==> src/rtl/step_pkg.sv <==
// step_pkg: shared types and widths for the step controller.
//   step_state_t : controller state encoding
//   STEP_CNT_W   : width of the issued-step statistics counter
//   OVR_CNT_W    : width of the saturating dropped-request counter
package step_pkg;

  localparam int STEP_CNT_W = 16;
  localparam int OVR_CNT_W  = 8;

  typedef enum logic [2:0] {
    IDLE       = 3'd0,
    RUN        = 3'd1,
    STEP_WAIT  = 3'd2,
    STEP_ISSUE = 3'd3,
    DONE       = 3'd4
  } step_state_t;

endpackage

==> src/rtl/step_ctrl_rise_detect.sv <==
// rise_detect: registers a level input and flags its rising edge.
//   clk  : system clock
//   aclr : asynchronous active-high reset (history cleared to 0)
//   d    : level input
//   rise : high for the cycle in which d is 1 and was 0 last cycle
module rise_detect (
  input  logic clk,
  input  logic aclr,
  input  logic d,
  output logic rise
);

  logic d_q;

  // NOTE: sequential state is assigned with <= so every flop samples the
  // pre-edge values; a blocking = here would race with its readers.
  always_ff @(posedge clk or posedge aclr) begin
    if (aclr) d_q <= 1'b0;
    else      d_q <= d;
  end

  assign rise = d & ~d_q;

endmodule

==> src/rtl/step_ctrl.sv <==
// step_ctrl: turns step-unit mode/pulse levels into a single pipeline
// advance enable for the bilinear downscaling datapath.
//   clk, aclr       : clock, asynchronous active-high reset
//   step_mode       : 1 = step-by-step, 0 = free-run
//   step_pulse      : manual step level; its rising edge is a request
//   auto_step_pulse : auto-step request level
//   start           : one-cycle frame start (honoured in IDLE only)
//   frame_done      : one-cycle end-of-frame from the pipeline
//   pipe_ready      : pipeline can accept an advance this cycle
//   pipe_en         : pipeline advance enable
//   step_ack        : one-cycle acknowledge of each issued step
//   busy            : high in RUN, STEP_WAIT and STEP_ISSUE
//   done            : one-cycle frame-complete strobe
//   step_count      : steps issued since start
//   overrun_count   : dropped step requests, saturating
// Build option: define STEP_CTRL_STATS_EN to implement the two statistics
// counters; without it both outputs are tied to 0.
module step_ctrl
  import step_pkg::*;
(
  input  logic                  clk,
  input  logic                  aclr,
  input  logic                  step_mode,
  input  logic                  step_pulse,
  input  logic                  auto_step_pulse,
  input  logic                  start,
  input  logic                  frame_done,
  input  logic                  pipe_ready,
  output logic                  pipe_en,
  output logic                  step_ack,
  output logic                  busy,
  output logic                  done,
  output logic [STEP_CNT_W-1:0] step_count,
  output logic [OVR_CNT_W-1:0]  overrun_count
);

  step_state_t state_q;
  logic        pending_q;
  logic        rise;

  rise_detect u_rise_detect (
    .clk  (clk),
    .aclr (aclr),
    .d    (step_pulse),
    .rise (rise)
  );

  always_ff @(posedge clk or posedge aclr) begin
    if (aclr) begin
      state_q   <= IDLE;
      pending_q <= 1'b0;
    end else begin
      unique case (state_q)
        IDLE: begin
          if (start) begin
            pending_q <= 1'b0;
            state_q   <= step_mode ? STEP_WAIT : RUN;
          end
        end
        RUN: begin
          if (frame_done)     state_q <= DONE;
          else if (step_mode) state_q <= STEP_WAIT;
        end
        STEP_WAIT: begin
          // frame_done wins over any step request arriving the same cycle.
          if (frame_done) begin
            state_q <= DONE;
          end else if (!step_mode) begin
            state_q   <= RUN;
            pending_q <= 1'b0;
          end else if ((pending_q | rise | auto_step_pulse) & pipe_ready) begin
            state_q <= STEP_ISSUE;
          end else if (rise) begin
            pending_q <= 1'b1;
          end
        end
        STEP_ISSUE: begin
          // The issue consumes pending; a fresh edge now queues the next step.
          pending_q <= rise;
          state_q   <= frame_done ? DONE : STEP_WAIT;
        end
        DONE:    state_q <= IDLE;
        default: state_q <= IDLE;
      endcase
    end
  end

  // Outputs decode state only, except pipe_en in RUN which follows
  // pipe_ready in the same cycle so free-run loses no throughput.
  assign step_ack = (state_q == STEP_ISSUE);
  assign done     = (state_q == DONE);
  assign busy     = (state_q == RUN) | (state_q == STEP_WAIT) | (state_q == STEP_ISSUE);
  assign pipe_en  = ((state_q == RUN) & pipe_ready) | step_ack;

`ifdef STEP_CTRL_STATS_EN
  logic [STEP_CNT_W-1:0] step_cnt_q, step_cnt_d;
  logic [OVR_CNT_W-1:0]  ovr_cnt_q,  ovr_cnt_d;
  logic                  ovr_event;

  // A new edge that finds a request already queued is dropped.
  assign ovr_event = (state_q == STEP_WAIT) & ~frame_done & step_mode & rise & pending_q;

  // NOTE: every always_comb output gets a default first so no path
  // leaves it unassigned and a latch cannot be inferred.
  always_comb begin
    step_cnt_d = step_cnt_q;
    ovr_cnt_d  = ovr_cnt_q;
    if ((state_q == IDLE) && start) begin
      step_cnt_d = '0;
      ovr_cnt_d  = '0;
    end else begin
      if (state_q == STEP_ISSUE)        step_cnt_d = step_cnt_q + 1'b1;
      if (ovr_event && (ovr_cnt_q != '1)) ovr_cnt_d = ovr_cnt_q + 1'b1;
    end
  end

  always_ff @(posedge clk or posedge aclr) begin
    if (aclr) begin
      step_cnt_q <= '0;
      ovr_cnt_q  <= '0;
    end else begin
      step_cnt_q <= step_cnt_d;
      ovr_cnt_q  <= ovr_cnt_d;
    end
  end

  assign step_count    = step_cnt_q;
  assign overrun_count = ovr_cnt_q;
`else
  assign step_count    = '0;
  assign overrun_count = '0;
`endif

endmodule
==> config.mk <==
export PLATFORM = sky130hd
export DESIGN_NAME = step_ctrl
export DESIGN_NICKNAME = d
export VERILOG_FILES = /design/src/rtl/step_pkg.sv /design/src/rtl/step_ctrl_rise_detect.sv /design/src/rtl/step_ctrl.sv
export SDC_FILE = /design/constraint.sdc
export NUM_CORES = 1
export LEC_CHECK = 0
export BUFFER_PORTS_ARGS = -buffer_cell sky130_fd_sc_hd__buf_2
export CORE_AREA = 2 2 39 41
export DETAILED_ROUTE_END_ITERATION = 10
export DIE_AREA = 0 0 41 43
export PLACE_DENSITY = 0.74
export SETUP_SLACK_MARGIN = 0.2
export SLEW_MARGIN = 10
export SYNTH_ARGS = -nofsm -noshare
export SYNTH_HDL_FRONTEND = slang
export SYNTH_HIERARCHICAL = 1
export SYNTH_SLANG_ARGS = --single-unit
export TNS_END_PERCENT = 50
==> constraint.sdc <==
create_clock -name clk -period 3.33 [get_ports clk]
set_input_delay 0.666 -clock clk [delete_from_list [all_inputs] [get_ports clk]]
set_output_delay 0.666 -clock clk [all_outputs]
set_load 0.01 [all_outputs]
==> results.cfg <==
[status]
status = finished, final reports clean

[drt]
ant_nets = 0
drt-met1-wl_um = 290
wl_met2_um = 362
wl_um = 746
routed-wl-met3_um = 75
wl_per_cell_um = 8.48
drc_errors = 0
dr.pass1.iters = 4
vias = 368
first_iter_violations = 9
top_layer_used = met4
vias_per_cell = 4.18

[cts]
numCtsBuffers = 3
clk_pin_slew_ps = 40
clockBufferDepth = 2
cts_tree = built
cts_hold_buf = 0
post_cts_resized = 0
root_buffer = clkbuf_4
post_cts_buffers = 0
clkLatencyLatePin_ps = 240
cts.sinks = 5
htree_levels = 1

[place]
port_buffers = 11
dp.cells = 84
placed_cell_area_um2 = 483
hpwlAfterDp_um = 600
gp_congestion = 0.722

[global_routing]
gr-total-overflow = 0
grt_antenna_before_repair = 0
grt_max_degree = 12
first_global_vias = 292
grt.total_usage_pct = 10.2
grt_pass1_wl_um = 1140

[power]
power_mw = 0.329
vdd_ir_drop_max_v = 0.000232
p_per_area_nw_per_um2 = 646
power.leakage_nw = 0.296

[synthesis]
avgSynthCellArea_um2 = 8.63
syn-cell-area_um2 = 518
syn-instance-count = 60
synth_top_area_share_pct = 34.8
synth.top_cells.by_area = buf_4, dfrtp_1, nor2_1
synth-seq-area-share_pct = 24.2
synth_seq_cells = 5
yosysTopAreaCell = buf_4
synth_cell_types = 24
yosysWarnings = 6

[setup_path]
critical_path.endpoint = busy
r2r_slack_ps = 2090
crit_type = reg2out
worst-r2r-cell-count = 3
r2r-start = state_q[1]
cp.required_ps = 2660
startpoint_type = register
r2r_end = state_q[1]
worst-path-max-fanout = 11
worstSetupEndpointType = primary output
arrival_ps = 1150
critPathLaunch = state_q[1]

[timing]
finalSetupViolations = 0
fin_crit_sh_pct = 54.6
setup_tns_ps = 0
max_freq_ghz = 0.550
slew_violations = 0
rsz0062_at_grt = no
hold_violations = 0
fin_skew_ps = 0.178
finalCriticalPeriod_ps = 1820

[min_path]
hold_path.class = in2async

[floorplanning]
row_count = 14
initial_core_util_pct = 37.4
fp.dieArea_um2 = 1760
die_x_um = 41
core_area_um2 = 1380
die-height_um = 43
io_pins = 36

[cells_and_area]
diodes = 0
fill_cells = 157
fin_cells = 88
areaGrowthSynthToFinish_pct = -1.69
final_nets = 81
final_cell_area_um2 = 509
drive_gt1_share_pct = 23.6

[job]
drv_cap = 0
-- report_power, final --
part / total, mW / switching [mW] / internal, mW
Clock: 0.0703 / 0.0250 / 0.0453
Sequential: 0.123 / 0.0432 / 0.0802
Combinational: 0.135 / 0.0709 / 0.0642
-- critical path, stage by stage, from the launching register on --
cell	delay, ps
dfrtp_1	490
nor2_1	220
nor2_1	50
buf_2	140
-- through the flow --
stage                     util, %  hold WS, ps  setup slack [ps]
after floorplan                 -          395              1770
after global placement       34.9          486              1550
final                        36.8          260              1510
after global routing         36.8          251              1390
after CTS                    36.8          253              1510
after detailed placement     34.9          492              1560
-- Yosys cell counts --
master	number
a21oi_1	1
nand2b_1	1
or3_1	1
dfrtp_1	5
o21bai_1	1
o41ai_2	1
conb_1	1
buf_6	1
o211a_1	1
buf_2	1
o221ai_1	1
nand4bb_2	1
nor3_1	2
nor2b_4	1
inv_1	4
buf_4	24
nand3_1	1
a32oi_1	1
and3b_1	1
a22oi_1	1
maj3_1	1
nor2_1	6
a22o_1	1
nor2b_1	1
-- per-layer routing --
metal / global-route usage (%) / vias up
met5: 0 / -
met4: 10.0 / 0
met3: 4.71 / 2
met2: 12.2 / 26
met1: 12.4 / 166
li1: - / 174
-- placed cells by master (no fill, tap or decap) --
master,synthesis,layout
clkbuf_1,0,1
nor2_1,6,6
nor3_1,2,2
nand2b_1,1,1
nor2b_4,1,1
inv_1,4,4
o21bai_1,1,1
a32oi_1,1,1
buf_2,1,11
clkbuf_4,0,3
conb_1,1,24
dfrtp_1,5,5
and3b_1,1,1
o41ai_2,1,1
a21oi_1,1,1
or3_1,1,1
a22oi_1,1,1
nand4bb_2,1,1
maj3_1,1,1
nor2b_1,1,1
o211a_1,1,1
nand3_1,1,1
a22o_1,1,1
o221ai_1,1,1
-- logic make-up (layout without fill, tap and decap cells) --
group | after synthesis | count (layout) | share of synthesized area (%)
adders and majority gates | 1 | 1 | 1.93
buffers and inverters | 30 | 19 | 40.8
and+or+nand+nor | 15 | 15 | 18.4
other | 1 | 24 | 0.724
AOI/OAI and AO/OA | 8 | 8 | 14.0
DFF | 5 | 5 | 24.2
-- cell type report --
| type | instances | area, um2 | area share, % |
|---|---|---|---|
| clock buffer | 4 | 26.3 | 5.16 |
| inverter | 4 | 15.0 | 2.95 |
| multi-input combinational | 48 | 268 | 52.6 |
| sequential | 5 | 125 | 24.6 |
| tap | 16 | 20.0 | 3.93 |
| timing repair buffer | 11 | 55.1 | 10.8 |
-- worst min path at each step --
stage                          from           endpoint  slack (ps)  cells past startpoint
after detailed placement  pending_q          pending_q         490                      1
final                          aclr  u_rise_detect/d_q         260                      2
after CTS                      aclr  u_rise_detect/d_q         250                      2
after global placement    pending_q          pending_q         490                      1
after floorplan                aclr  u_rise_detect/d_q         390                      1
after global routing           aclr  u_rise_detect/d_q         250                      2
-- sequential cells by signal, summed over array words and instances, names as in the netlist --
signal / cells
u_rise_detect/d_q: 1
pending_q: 1
state_q: 3
Power figures use the tool's default switching activity.
